==> src/rtl/kgp_risc_pkg.sv <==
// Shared definitions for the KGP-RISC multi-cycle control path:
// sequencer state encodings, trap cause codes and major opcodes.
package kgp_risc_pkg;

    typedef enum logic [2:0] {
        ST_IDLE   = 3'd0,
        ST_FETCH  = 3'd1,
        ST_DECODE = 3'd2,
        ST_EXEC   = 3'd3,
        ST_MEM    = 3'd4,
        ST_WB     = 3'd5,
        ST_TRAP   = 3'd6
    } state_e;

    localparam logic [1:0] CAUSE_NONE    = 2'b00;
    localparam logic [1:0] CAUSE_TIMEOUT = 2'b01;
    localparam logic [1:0] CAUSE_ILLEGAL = 2'b10;

    localparam logic [3:0] OP_RTYPE = 4'b0000;
    localparam logic [3:0] OP_IMM   = 4'b0001;
    localparam logic [3:0] OP_MEM   = 4'b0010;
    localparam logic [3:0] OP_BRREG = 4'b0011;
    localparam logic [3:0] OP_BR    = 4'b0100;

    // An opcode beyond the branch group, or a non-R-type opcode that asserts
    // no control bit at all, cannot be executed.
    function automatic logic is_illegal(input logic [3:0] op, input logic any_ctl);
        return (op > OP_BR) || (!any_ctl && (op != OP_RTYPE));
    endfunction

endpackage

==> src/rtl/mem_wait_timer.sv <==
// Wait counter shared by the instruction and data memory handshakes; flags a
// timeout when a request has gone MEM_TIMEOUT cycles without an ack.
module mem_wait_timer #(
    parameter int MEM_TIMEOUT = 16,
    parameter int CNT_W       = 5
) (
    input  logic             clk,
    input  logic             rst,
    input  logic             clr,
    input  logic             req,
    input  logic             ack,
    output logic [CNT_W-1:0] wait_cnt,
    output logic             timeout
);

    logic [CNT_W-1:0] cnt_q;
    logic [CNT_W-1:0] cnt_d;

    always_comb begin
        cnt_d = cnt_q;
        if (clr || ack) begin
            cnt_d = '0;
        end else if (req) begin
            cnt_d = cnt_q + 1'b1;
        end
    end

    always_ff @(posedge clk) begin
        if (!rst) begin
            cnt_q <= '0;
        end else begin
            cnt_q <= cnt_d;
        end
    end

    // An ack in the final waiting cycle wins over the timeout.
    assign timeout  = req && !ack && (cnt_q == CNT_W'(MEM_TIMEOUT - 1));
    assign wait_cnt = cnt_q;

endmodule

==> src/rtl/multicycle_sequencer.sv <==
// KGP-RISC multi-cycle sequencer: steps each instruction through
// FETCH/DECODE/EXEC/MEM/WB and issues the one-cycle datapath strobes.
module multicycle_sequencer
    import kgp_risc_pkg::*;
#(
    parameter int MEM_TIMEOUT = 16,
    parameter int CNT_W       = 5
) (
    input  logic        clk,
    input  logic        rst,
    input  logic [3:0]  opCode,
    input  logic [3:0]  fCode,
    input  logic        memToReg,
    input  logic        memWrite,
    input  logic        regWrite,
    input  logic [1:0]  branch,
    input  logic        link,
    input  logic        branchTaken,
    input  logic        imemAck,
    input  logic        dmemAck,
    input  logic        haltReq,
    output logic        imemReq,
    output logic        irWrite,
    output logic        aluEn,
    output logic        flagWrite,
    output logic        dmemReq,
    output logic        dmemWe,
    output logic        regWriteEn,
    output logic        linkWrite,
    output logic        pcWrite,
    output logic        pcSel,
    output logic        trap,
    output logic [1:0]  trapCause,
    output logic [31:0] instrCount,
    output logic [2:0]  state
);

    state_e      state_q, state_d;
    logic        mem_to_reg_q, mem_write_q, reg_write_q, link_q, is_mem_q, flag_op_q;
    logic [1:0]  branch_q;
    logic        pc_sel_q, pc_sel_exec;
    logic        trap_q;
    logic [1:0]  cause_q, cause_d;
    logic [31:0] count_q;

    logic        imem_req, ir_write, alu_en, flag_write, dmem_req, dmem_we;
    logic        reg_write_en, link_write, pc_write, pc_sel;
    logic        retire, enter_trap;

    logic             timer_req, timer_ack, timer_clr, timeout;
    logic [CNT_W-1:0] wait_cnt;

    // The function field only matters to the ALU decoder.
    logic unused_inputs;
    assign unused_inputs = ^{fCode, wait_cnt};

    assign timer_req = (state_q == ST_FETCH) || (state_q == ST_MEM);
    assign timer_ack = (state_q == ST_FETCH) ? imemAck :
                       (state_q == ST_MEM)   ? dmemAck : 1'b0;
    assign timer_clr = ((state_d == ST_FETCH) || (state_d == ST_MEM)) && (state_d != state_q);

    mem_wait_timer #(
        .MEM_TIMEOUT (MEM_TIMEOUT),
        .CNT_W       (CNT_W)
    ) u_wait_timer (
        .clk      (clk),
        .rst      (rst),
        .clr      (timer_clr),
        .req      (timer_req),
        .ack      (timer_ack),
        .wait_cnt (wait_cnt),
        .timeout  (timeout)
    );

    always_comb begin
        state_d      = state_q;
        cause_d      = cause_q;
        imem_req     = 1'b0;
        ir_write     = 1'b0;
        alu_en       = 1'b0;
        flag_write   = 1'b0;
        dmem_req     = 1'b0;
        dmem_we      = 1'b0;
        reg_write_en = 1'b0;
        link_write   = 1'b0;
        pc_write     = 1'b0;
        pc_sel       = 1'b0;
        pc_sel_exec  = 1'b0;
        retire       = 1'b0;
        enter_trap   = 1'b0;

        unique case (state_q)
            ST_IDLE: begin
                if (!haltReq) state_d = ST_FETCH;
            end
            ST_FETCH: begin
                imem_req = 1'b1;
                if (imemAck) begin
                    ir_write = 1'b1;
                    state_d  = ST_DECODE;
                end else if (timeout) begin
                    enter_trap = 1'b1;
                    cause_d    = CAUSE_TIMEOUT;
                end
            end
            ST_DECODE: begin
                if (is_illegal(opCode, |{memToReg, memWrite, regWrite, branch, link})) begin
                    enter_trap = 1'b1;
                    cause_d    = CAUSE_ILLEGAL;
                end else begin
                    state_d = ST_EXEC;
                end
            end
            ST_EXEC: begin
                alu_en      = 1'b1;
                flag_write  = flag_op_q;
                pc_sel_exec = (branch_q != 2'b00) && branchTaken;
                if (is_mem_q) begin
                    state_d = ST_MEM;
                end else if (reg_write_q || link_q) begin
                    state_d = ST_WB;
                end else begin
                    retire = 1'b1;
                end
            end
            ST_MEM: begin
                dmem_req = 1'b1;
                dmem_we  = mem_write_q;
                if (dmemAck) begin
                    if (mem_to_reg_q) state_d = ST_WB;
                    else              retire  = 1'b1;
                end else if (timeout) begin
                    enter_trap = 1'b1;
                    cause_d    = CAUSE_TIMEOUT;
                end
            end
            ST_WB: begin
                reg_write_en = 1'b1;
                link_write   = link_q;
                retire       = 1'b1;
            end
            default: begin
                state_d = ST_TRAP;
            end
        endcase

        if (enter_trap) begin
            state_d = ST_TRAP;
        end
        // The retiring state owns the single PC strobe for the instruction.
        if (retire) begin
            pc_write = 1'b1;
            pc_sel   = (state_q == ST_EXEC) ? pc_sel_exec : pc_sel_q;
            state_d  = haltReq ? ST_IDLE : ST_FETCH;
        end
    end

    always_ff @(posedge clk) begin
        if (!rst) begin
            state_q      <= ST_IDLE;
            mem_to_reg_q <= 1'b0;
            mem_write_q  <= 1'b0;
            reg_write_q  <= 1'b0;
            branch_q     <= 2'b00;
            link_q       <= 1'b0;
            is_mem_q     <= 1'b0;
            flag_op_q    <= 1'b0;
            pc_sel_q     <= 1'b0;
            trap_q       <= 1'b0;
            cause_q      <= CAUSE_NONE;
            count_q      <= '0;
        end else begin
            state_q <= state_d;
            if (state_q == ST_DECODE) begin
                mem_to_reg_q <= memToReg;
                mem_write_q  <= memWrite;
                reg_write_q  <= regWrite;
                branch_q     <= branch;
                link_q       <= link;
                is_mem_q     <= (opCode == OP_MEM);
                flag_op_q    <= (opCode == OP_RTYPE) || (opCode == OP_IMM);
            end
            if (state_q == ST_EXEC) begin
                pc_sel_q <= pc_sel_exec;
            end
            if (enter_trap) begin
                trap_q  <= 1'b1;
                cause_q <= cause_d;
            end
            if (retire) begin
                count_q <= count_q + 32'd1;
            end
        end
    end

    // Strobes are masked while reset is held so an aborted access never
    // leaks a request or a PC/register-file write.
    assign imemReq    = rst & imem_req;
    assign irWrite    = rst & ir_write;
    assign aluEn      = rst & alu_en;
    assign flagWrite  = rst & flag_write;
    assign dmemReq    = rst & dmem_req;
    assign dmemWe     = rst & dmem_we;
    assign regWriteEn = rst & reg_write_en;
    assign linkWrite  = rst & link_write;
    assign pcWrite    = rst & pc_write;
    assign pcSel      = rst & pc_sel;
    assign trap       = trap_q;
    assign trapCause  = cause_q;
    assign instrCount = count_q;
    assign state      = state_q;

endmodule

==> config.mk <==
export PLATFORM = sky130hd
export DESIGN_NAME = multicycle_sequencer
export DESIGN_NICKNAME = d
export VERILOG_FILES = /design/src/rtl/kgp_risc_pkg.sv /design/src/rtl/mem_wait_timer.sv /design/src/rtl/multicycle_sequencer.sv
export SDC_FILE = /design/constraint.sdc
export NUM_CORES = 1
export LEC_CHECK = 0
export BUFFER_PORTS_ARGS = -buffer_cell sky130_fd_sc_hd__buf_2
export CAP_MARGIN = 30
export CORE_MARGIN = 4
export CORE_UTILIZATION = 57
export CTS_CLUSTER_SIZE = 25
export DETAILED_ROUTE_END_ITERATION = 12
export PLACE_DENSITY_LB_ADDON = 0.05
export RECOVER_POWER = 50
export SLEW_MARGIN = 20
export SYNTH_ARGS = -nofsm -noshare
export SYNTH_HDL_FRONTEND = slang
export SYNTH_SLANG_ARGS = --single-unit
==> constraint.sdc <==
create_clock -name clk -period 4.2 [get_ports clk]
set_input_delay 0.84 -clock clk [delete_from_list [all_inputs] [get_ports clk]]
set_output_delay 0.84 -clock clk [all_outputs]
set_load 0.05 [all_outputs]
Yosys cells after proc, flatten, opt, wreduce, memory -nomap -nowiden
Cells that the tools add are included.

Magnitude comparators: 1. Equality and inequality tests: 14. Multiplexer cells: 40. Reductions and logical operators: 21. Add/sub/neg operators: 2. Bitwise gates (word level): 11.

Operator list (count): adder 32 x 1 -> 32 bit, second input constant (1); 2-to-1 mux 3 bit (9); 2-to-1 mux 1 bit (23); case mux 3 bit (6 select lines) (1); AND 1 bit (10); equality test 3 bit, second input constant (3); 2-to-1 mux 2 bit (4); equality test 3 x 1 -> 1 bit, second input constant (2); equality test 3 x 2 -> 1 bit, second input constant (2); logical OR 1 bit (6); != test 2 bit, second input constant (3); case mux 1 bit (3 select lines) (2); case mux 2 bit (3 select lines) (1); OR reduction 6 bit (1); adder 5 x 1 -> 5 bit, second input constant (1); equality test 5 x 4 -> 1 bit, second input constant (1); logical AND 1 bit (5); AND reduction 5 bit (1); equality test 4 x 1 -> 1 bit, second input constant (1); equality test 4 x 2 -> 1 bit, second input constant (1); > comparator 4 x 3 -> 1 bit, second input constant (1); logical NOT 4 bit (1); nonzero test 4 bit (1); logical NOT 3 bit (1); other kinds (6) (7).

Input port bits: 20. Word-level logic and storage cells: 102. Register bits after elaboration: 52.

Longest topological paths before layout
Gate-level depths: netlist of the first run.

Depth in word-level cells: 16. Mapped depth: 8. Depth with buffers taken out: 7.

Cells and area by module
From an unflattened synthesis of the first run, not the netlist that was laid out.

Cell total of the unflattened synthesis: 306. Area total of the unflattened synthesis: 2747.6 um^2.

By module, submodules not included: multicycle_sequencer (area an instance 2482.4 um^2, instances 1, cells each 281, sequential area each 940.9 um^2); mem_wait_timer (area an instance 265.3 um^2, instances 1, cells each 25, sequential area each 100.1 um^2).

Worst setup path before layout of the first run
Ideal clock, no wire load.

Path type: input -> output. Start point: input port rst. End point: output port dmemWe. Required time: 3.360 ns. Setup slack: 0.981 ns. Stages: 5. Data arrival time: 2.379 ns. Cells stage by stage: clkinv_1 > nor2_1 > nand2_1 > nor2_1 > and2_1.

Cells in the longest elaborated chain, start to end: 1.

RTL lines: start, declared (line multicycle_sequencer.sv:10) `input logic rst,`; AND 1 bit (line multicycle_sequencer.sv:203) `assign dmemWe = rst & dmem_we;`; end, declared (line multicycle_sequencer.sv:27) `output logic dmemWe,`.

No other way between the ends.

Worst setup path in the final report of the first run
Start point: register state_q[2], in the netlist state[2]. End point: output port pcSel.

Cells in the longest elaborated chain, start to end: 4. Elaborated cells between the ends (all ways): 7.

RTL lines: start, declared (line multicycle_sequencer.sv:38) `state_e state_q, state_d;`; start signal, assigned (line multicycle_sequencer.sv:173) `state_q <= state_d;`; equality test 3 bit or equality test 3 x 2 -> 1 bit (tied branches) (line multicycle_sequencer.sv:92, multicycle_sequencer.sv:153); case mux 1 bit (3 select lines) or 2-to-1 mux 1 bit (tied branches); 2-to-1 mux 1 bit * (line multicycle_sequencer.sv:151) `if (retire) begin`; AND 1 bit * (line multicycle_sequencer.sv:207) `assign pcSel = rst & pc_sel;`; end, declared (line multicycle_sequencer.sv:31) `output logic pcSel,`.

Every way passes the cells marked *; elsewhere a longest branch is shown, timed or not.

==> run summary, run 1 <==
Status - complete, no violations
Yosys warning total - 0
Async SR Flop Fraction - 0%
Slowest stage cell on the critical path - dfxtp_1
Cell Int Power - 0.000700 W
CP endpoint kind - primary output
WP data required - 3.36 ns
Post-synth top flop - dfxtp_1
Worst-Skew Late Latency - 0.30 ns
Max Freq - 0.322 GHz
WHS Path Cells - 2
Post-synth cell types - 47
Synth top area cells - dfxtp_1, a21oi_1, nand2_1
Clock transition at the registers of the reported paths - 0.08 ns
Post-synthesis compound-gate area fraction - 20.5%
Root buffer cell - clkbuf_8
Hold_buf cts - 0
Clock skew - 0.00497 ns
Worst EP arrival - 2.26 ns
Post-CTS Setup Inserts - 0
Syn Area/Cell - 8.14 um^2
Hold Slack - 0.459 ns
Max cap viols - 0
Synth area leader - dfxtp_1
Syn Nets - 343
Post-route ant nets - 0
Worst path cell trace - and3b_1 > and2_0 > nor2_1 > nor2b_1 > buf_2
Setup WS pre-CTS - 1.23 ns
Wirelength per Cell - 14.3 um
Worst Reg-to-Reg Cells - 5
Hold Violations, Final - 0
DR WL met2 - 2980 um
Clock Power Share - 29.2%
Met3 WL post-DR - 361 um
Hold/Removal Path Class - reg -> reg
Largest net degree at the start of global routing - 43
CTS Buf Count - 5
Layout Utilization - 68.0%
Final WL - 6130 um
Area of the core - 0.00438 mm^2
Critical Path Fanout Max - 17
RSZ-0062 raised after global routing - false
Vias per inst - 6.02
Area delta synth->final - 14.3%
Final period util - 73.9%
Slowest cell delay on critical path - 0.60 ns
Yosys top cell area share - 39.9%
Port Buffer Count - 63
Critical path class - reg -> out
Period minus WS final - 3.10 ns
Setup TNS - 0 ns
DRC viols - 0
P_leak - 1.04 nW
Routability congestion estimate - 0.854
Tightest Pin Transition - 0.836 ns
Clock tree from TritonCTS - built
Nets - 400
Adder-cell share of the synthesized area - 1.44%
Area occupied by multi-input gates - 0.00147 mm^2
DRT met1 WL - 2680 um
Post-DP HPWL - 4320 um
Seq cells post-synth - 52
Synthesized netlist cell count - 320
CTS Buffer Depth - 2
Register area - 0.00104 mm^2
Final Max Slew Viols - 0
EDFF count, synth - 0
Sink Count - 52
Die area - 0.00572 mm^2
Simple-gate share of the synthesized area - 29.7%
GR Overflow Total - 0
Sw Ratio - 29.9%
Vias - 2587
Placed cells - 422
Row Count - 24
Commonest cells post-synth - dfxtp_1, a21oi_1, nand2_1, nor2_1, o21ai_0
Vias in the first global route - 2110
Htree depth - 2
Die Width - 75.6 um
Highest Signal Layer - met4
PwrDens - 335 mW/mm^2
Initial Util - 59.4%
Post_cts resized - 0
Pre-antenna DRT Iters - 5
Logic pwr share - 17.0%
Post-Layout Cell Count - 430
First-pass GRT wire length - 9630 um
Synth Area in XOR/XNOR - 4.03%
Seq/Total Area, Yosys - 39.9%
Number of DRC markers in iteration 0 - 175
FILL cells - 403
Setup ws final - 1.10 ns
Mux cell area share after synthesis - 0.768%
Share of post-route cells with drive strength above 1 - 10.1%
Sw Pwr - 0.000298 W
Antenna violations before repair - 0
Sequential share of power - 53.9%
Cell Area, Synth - 0.00261 mm^2
Slew HR - 44.2%
Worst vdd ir - 0.201 mV
Die height - 75.6 um
I/O pins - 68
Setup-failing EPs final - 0
Largest family of logic cells by synthesized area - simple AND/OR/NAND/NOR gates
ANT cells - 0
Cell with the most instances after synthesis - dfxtp_1
Total global-route track usage - 21.8%
Worst setup SP type - flop
[through the flow]
stage	cell area, um^2	total power, W
after floorplan	2610	0.000678
after global placement	2940	0.000717
after detailed placement	2940	0.000720
after CTS	3030	0.00101
after global routing	2980	0.00105
final	2980	0.000998
[power groups by stage]
stage	logic [W]	registers, W	clock network (W)
3_3_place_gp	0.000168	0.000549	0
5_1_grt	0.000187	0.000542	0.000319
6_report	0.000169	0.000538	0.000291
4_1_cts	0.000171	0.000538	0.000301
2_1_floorplan	0.000118	0.000560	0
3_5_place_dp	0.000170	0.000550	0
[worst paths after layout]
kind                    start              to  slack, ns
setup / recovery     state[2]           pcSel       1.10
hold / removal    branch_q[1]     branch_q[1]       0.46
setup reg to reg     state[0]  instrCount[25]       1.58
hold reg to reg   branch_q[1]     branch_q[1]       0.46
[layer usage]
metal | global-route usage (%) | up-vias
met3 | 3.83 | 11
met5 | 0 | -
met2 | 35.6 | 85
met1 | 28.6 | 1199
met4 | 8.74 | 0
li1 | - | 1292
[flip-flops by register name, summed over array words and instances, names as in the netlist, 2 cells and up]
signal and flops:
instrCount 32, trapCause 2, u_wait_timer.wait_cnt 5, state 3, branch_q 2
[placed cells by master (no fill, tap or decap), types with 2 or more instances in the layout]
cell type	synthesis	final
buf_2	3	28
nor3_1	10	10
ha_1	3	3
nand4_1	6	6
nor4_1	5	5
dfxtp_1	52	52
nor2_1	21	21
nor2b_1	7	7
o31ai_1	10	10
and3_1	8	8
a2111oi_0	5	5
or4_1	10	10
a31oi_1	2	2
xor2_1	8	8
buf_4	1	2
nor3b_1	2	3
nand3_1	8	8
or3_1	13	13
o21ai_0	16	16
inv_1	7	7
mux2i_1	2	2
o311a_1	2	2
and4_1	2	2
and2_1	9	8
a21oi_1	35	35
o21a_1	4	4
o211ai_1	2	2
nand2_1	34	34
clkbuf_8	0	6
clkbuf_1	11	37
xnor2_1	4	4
o2111ai_1	2	2
[final cells by class]
class	instances	area share, %
inverters	8	1.01
repair buffers	65	9.62
multi-input cells	245	49.2
well taps	52	2.18
clock buffers	8	3.02
flip-flops and latches	52	34.9
[critical path, delay by kind of cell (launching register included)]
family,cells,cell delay [ns]
buffers and inverters,1,0.24
and+or+nand+nor,4,1.11
DFF,1,0.60
[logic make-up (layout without fill, tap and decap cells)]
logic type                 after synthesis  count (layout)
and+or+nand+nor                        142             142
buffers and inverters                   23              81
xor gates and xnor gates                12              12
muxes                                    2               2
DFF                                     52              52
AOI/OAI and AO/OA                       86              86
adders and majority gates                3               3
Note: power is estimated with default switching activity, not from simulation.
==> inputs of run 2 (changes only) <==
--- a/config.mk
+++ b/config.mk
@@ -8,7 +8,7 @@
 export BUFFER_PORTS_ARGS = -buffer_cell sky130_fd_sc_hd__buf_2
 export CAP_MARGIN = 30
 export CORE_MARGIN = 4
-export CORE_UTILIZATION = 57
+export CORE_UTILIZATION = 47
 export CTS_CLUSTER_SIZE = 25
 export DETAILED_ROUTE_END_ITERATION = 12
 export PLACE_DENSITY_LB_ADDON = 0.05
==> constraint.sdc (replaced) <==
create_clock -name clk -period 2.7 [get_ports clk]
set_input_delay 0.54 -clock clk [delete_from_list [all_inputs] [get_ports clk]]
set_output_delay 0.54 -clock clk [all_outputs]
set_load 0.05 [all_outputs]
==> run summary, run 2 (synthesis gave the netlist of run 1 again) <==
R2R setup slack - 0.30 ns
Hold_buf cts - 0
GR Overflow Total - 0
R2r endpoint - u_wait_timer.wait_cnt[4]
Area delta synth->final - 17.4%
CTS Buffer Depth - 2
Nets - 409
Worst-Skew Late Latency - 0.31 ns
Worst path cell trace - nor3_1 > and2_0 > nor2_1 > nor2b_1 > buf_2
Post-CTS Setup Inserts - 0
Register area - 0.00104 mm^2
DRC viols - 0
Row Count - 26
CP endpoint kind - primary output
Initial Util - 49.8%
Max cap viols - 0
RSZ-0062 raised after global routing - false
Hold/Removal Path Class - reg -> reg
CTS Buf Count - 5
Slew HR - 59.5%
Area occupied by multi-input gates - 0.00147 mm^2
Sink Count - 52
Pre-antenna DRT Iters - 4
Die area - 0.00680 mm^2
Vias in the first global route - 2146
Setup TNS - 0 ns
Critical path class - reg -> out
Final Max Slew Viols - 0
Largest net degree at the start of global routing - 30
Clock tree from TritonCTS - built
Post-route ant nets - 0
Final WL - 6370 um
Setup-failing EPs final - 0
Hold Violations, Final - 0
Worst Reg-to-Reg Cells - 6
First-pass GRT wire length - 10100 um
Die height - 82.5 um
P_leak - 1.07 nW
Status - complete, no violations
Post_cts resized - 0
WHS Path Cells - 2
Area of the core - 0.00524 mm^2
PwrDens - 507 mW/mm^2
Post-Layout Cell Count - 456
Placed cell area - 0.00303 mm^2
Slowest stage cell on the critical path - dfxtp_1
Htree depth - 2
Clock skew - 0.00493 ns
ANT cells - 0
Wirelength per Cell - 14.0 um
FILL cells - 518
Finished Cell Area - 0.00306 mm^2
Max Freq - 0.411 GHz
Slowest cell delay on critical path - 0.35 ns
Worst vdd ir - 0.274 mV
Share of post-route cells with drive strength above 1 - 12.2%
Total global-route track usage - 19.2%
Vias - 2555
Number of DRC markers in iteration 0 - 92
Hold Crit Start - mem_write_q
Post-DP HPWL - 4590 um
Hold Slack - 0.464 ns
Period minus WS final - 2.43 ns
Critical Path Fanout Max - 5
Routability congestion estimate - 0.775
WP data required - 2.16 ns
Final period util - 90.2%
Most common cell after layout, fill and taps aside - dfxtp_1
Root buffer cell - clkbuf_8
Antenna violations before repair - 0
Layout Utilization - 58.4%
Hold Path End - mem_write_q
Reg2Reg Launch Point - state[1]
Clock transition at the registers of the reported paths - 0.09 ns
I/O pins - 68
Worst EP arrival - 1.89 ns
Placed cells - 449
Port Buffer Count - 63
Die Width - 82.5 um
Vias per inst - 5.60
Number of flip-flops in the largest register - 32
Tightest Pin Transition - 0.611 ns
Worst setup SP type - flop
Commonest cells after routing, fill and taps aside - dfxtp_1, clkbuf_1, a21oi_1
==> run 2: cell types whose count changed in the layout (fill, tap and decap cells not counted) <==
cell,previous run,this run
nor3b_1,3,2
clkinv_2,0,1
clkbuf_8,6,5
nor2_1,21,20
clkbuf_1,37,38
nor3b_2,0,1
buf_2,28,27
buf_4,2,10
nor2_2,0,1
==> run 2: routing by layer <==
layer / track usage (%) / routed length [um] / vias to the layer above
li1: - / - / 1309
met1: 25.5 / 3010 / 1178
met2: 30.5 / 2910 / 61
met3: 4.99 / 371 / 7
met4: 5.98 / 78 / 0
met5: 0 / 0 / -
==> run 2: cell type report <==
| type | instances | share of cell area, % |
|---|---|---|
| repair buffers | 74 | 11.4 |
| clock inverters | 1 | 0.164 |
| clock buffers | 6 | 2.37 |
| inverters | 8 | 0.982 |
| well taps | 70 | 2.86 |
| multi-input cells | 245 | 48.2 |
| flip-flops and latches | 52 | 34.0 |
==> run 2: how the worst max path moves through the flow <==
stage,from,endpoint,cells past startpoint
2_1_floorplan,state[0],linkWrite,4
3_3_place_gp,dmemAck,instrCount[19],7
3_5_place_dp,dmemAck,instrCount[19],7
4_1_cts,is_mem_q,pcSel,5
5_1_grt,is_mem_q,pcSel,5
6_report,is_mem_q,pcSel,5
==> run 2: report_power, final <==
part / internal, W / total, W / switching (W)
Clock: 0.000177 / 0.000428 / 0.000251
Sequential: 0.000793 / 0.000811 / 0.0000187
Combinational: 0.0000990 / 0.000310 / 0.000211
Total: 0.00107 / 0.00155 / 0.000481
==> run 2: metrics by stage <==
| stage | power [W] | worst slack [ns] |
|---|---|---|
| after CTS | 0.00157 | 0.287 |
| after global routing | 0.00164 | 0.0879 |
| after global placement | 0.00114 | 0.376 |
| after floorplan | 0.00106 | -0.0176 |
| final | 0.00155 | 0.265 |
| after detailed placement | 0.00114 | 0.343 |
==> run 2: critical path, delay by kind of cell, from the launching register on <==
family / cells / cell delay (ns)
and+or+nand+nor: 4 / 0.95
buffers and inverters: 1 / 0.28
DFF: 1 / 0.35
==> inputs of run 3 (changes only) <==
--- a/config.mk
+++ b/config.mk
@@ -11,9 +11,10 @@
 export CORE_UTILIZATION = 47
 export CTS_CLUSTER_SIZE = 25
 export DETAILED_ROUTE_END_ITERATION = 12
+export MAX_ROUTING_LAYER = met4
 export PLACE_DENSITY_LB_ADDON = 0.05
 export RECOVER_POWER = 50
-export SLEW_MARGIN = 20
+export SETUP_SLACK_MARGIN = 0.4
 export SYNTH_ARGS = -nofsm -noshare
 export SYNTH_HDL_FRONTEND = slang
 export SYNTH_SLANG_ARGS = --single-unit
==> run summary, run 3 (synthesis gave the netlist of run 1 again) <==
Clock transition at the registers of the reported paths - 0.09 ns
Pre-antenna DRT Iters - 4
First-pass GRT wire length - 10500 um
Worst Reg-to-Reg Cells - 5
Row Count - 26
CTS Buf Count - 5
WHS Path Cells - 2
Clock tree from TritonCTS - built
Period minus WS final - 2.34 ns
R2r endpoint - instrCount[25]
Area occupied by multi-input gates - 0.00150 mm^2
Total global-route track usage - 20.2%
Hold Violations, Final - 0
P_leak - 1.10 nW
Htree depth - 2
Final Max Slew Viols - 0
Vias per inst - 5.60
Slew HR - 59.2%
Largest net degree at the start of global routing - 30
PwrDens - 508 mW/mm^2
Routability congestion estimate - 0.771
WP data required - 2.16 ns
Hold Slack - 0.455 ns
Port Buffer Count - 63
Setup ws final - 0.362 ns
Layout Utilization - 59.9%
Register area - 0.00105 mm^2
Post-route ant nets - 0
Final WL - 6340 um
Antenna violations before repair - 0
Clock skew - 0.00309 ns
DRC viols - 0
Worst setup SP type - flop
I/O pins - 68
Die height - 82.5 um
Die Width - 82.5 um
Initial Util - 49.8%
CP endpoint kind - primary output
Wirelength per Cell - 13.8 um
Nets - 411
Root buffer cell - clkbuf_8
Worst vdd ir - 0.305 mV
Setup WS pre-CTS - 0.287 ns
R2R setup slack - 0.48 ns
Area delta synth->final - 20.3%
Critical Path Fanout Max - 8
Max cap viols - 0
Final period util - 86.6%
Setup TNS - 0 ns
Vias - 2569
Max Freq - 0.428 GHz
Worst EP arrival - 1.80 ns
Tightest Pin Transition - 0.615 ns
CTS Buffer Depth - 2
Hold Crit Start - pc_sel_q
Number of DRC markers in iteration 0 - 69
Vias in the first global route - 2325
Setup-failing EPs final - 0
Critical path class - reg -> out
RSZ-0062 raised after global routing - false
Die area - 0.00680 mm^2
Sink Count - 52
Post-DP HPWL - 4430 um
Hold_buf cts - 0
Hold/Removal Path Class - reg -> reg
Number of flip-flops in the largest register - 32
Share of post-route cells with drive strength above 1 - 17.2%
Hold Path End - pc_sel_q
Most common cell after layout, fill and taps aside - dfxtp_1
Worst-Skew Late Latency - 0.30 ns
ANT cells - 0
Status - complete, no violations
Area of the core - 0.00524 mm^2
GR Overflow Total - 0
Reg2Reg Launch Point - state[2]
FILL cells - 509
Commonest cells after routing, fill and taps aside - dfxtp_1, clkbuf_1, a21oi_1
[run 3: changes by cell type in the layout (fill, tap and decap cells not counted), moves of 2 or more]
cell	change
buf_2	-3
buf_4	+4
nor2_1	-2
dfxtp_2	+7
and2_1	-2
nor2_2	+2
dfxtp_1	-7
and2_2	+2
[run 3: cell type report]
type / instances / area share (%)
multi-input combinational: 245 / 47.8
sequential: 52 / 33.5
timing repair buffer: 76 / 12.1
clock buffer: 8 / 2.87
tap: 70 / 2.79
inverter: 8 / 0.958
[run 3: routing by layer]
| metal | up-vias | track usage [%] | share of wire, % |
|---|---|---|---|
| li1 | 1318 | - | - |
| met1 | 1184 | 25.5 | 47 |
| met2 | 60 | 32.8 | 47 |
| met3 | 7 | 3.25 | 4.8 |
| met4 | 0 | 6.81 | 1.2 |
| met5 | - | - | 0 |
[run 3: worst max path at each step]
stage	start	end	slack [ns]	cells past startpoint
floorplan	state[1]	dmemWe	0.36	5
global route	state[2]	pcSel	0.23	6
detailed placement	dmemAck	instrCount[25]	0.29	6
global placement	dmemAck	instrCount[25]	0.33	6
CTS	state[2]	pcSel	0.40	6
finish	state[2]	pcSel	0.36	6
[run 3: critical path, stage by stage (launching register included)]
cell and delay (ns):
dfxtp_1 0.39, and3b_1 0.31, and2_0 0.24, nor2_1 0.06, buf_4 0.17, nor2b_2 0.14, buf_6 0.17
[run 3: per-stage QoR]
| stage | power [W] | area (um^2) | std cells |
|---|---|---|---|
| after global placement | 0.00113 | 3030 | 446 |
| after floorplan | 0.00106 | 2630 | 320 |
| after CTS | 0.00159 | 3130 | 454 |
| final | 0.00159 | 3140 | 459 |
| after global routing | 0.00168 | 3140 | 459 |
| after detailed placement | 0.00114 | 3030 | 446 |
[run 3: where the power goes]
part	total [W]	internal (W)	switching, W
logic	0.000322	0.000109	0.000213
registers	0.000814	0.000793	0.0000204
clock network	0.000458	0.000210	0.000248
total	0.00159	0.00111	0.000481
[run 3: repair_timing]
action,in CTS,in global routing
buffers inserted,0,5
gates resized for setup,5,6
endpoints found under the setup margin,3,7
pin swaps,0,1
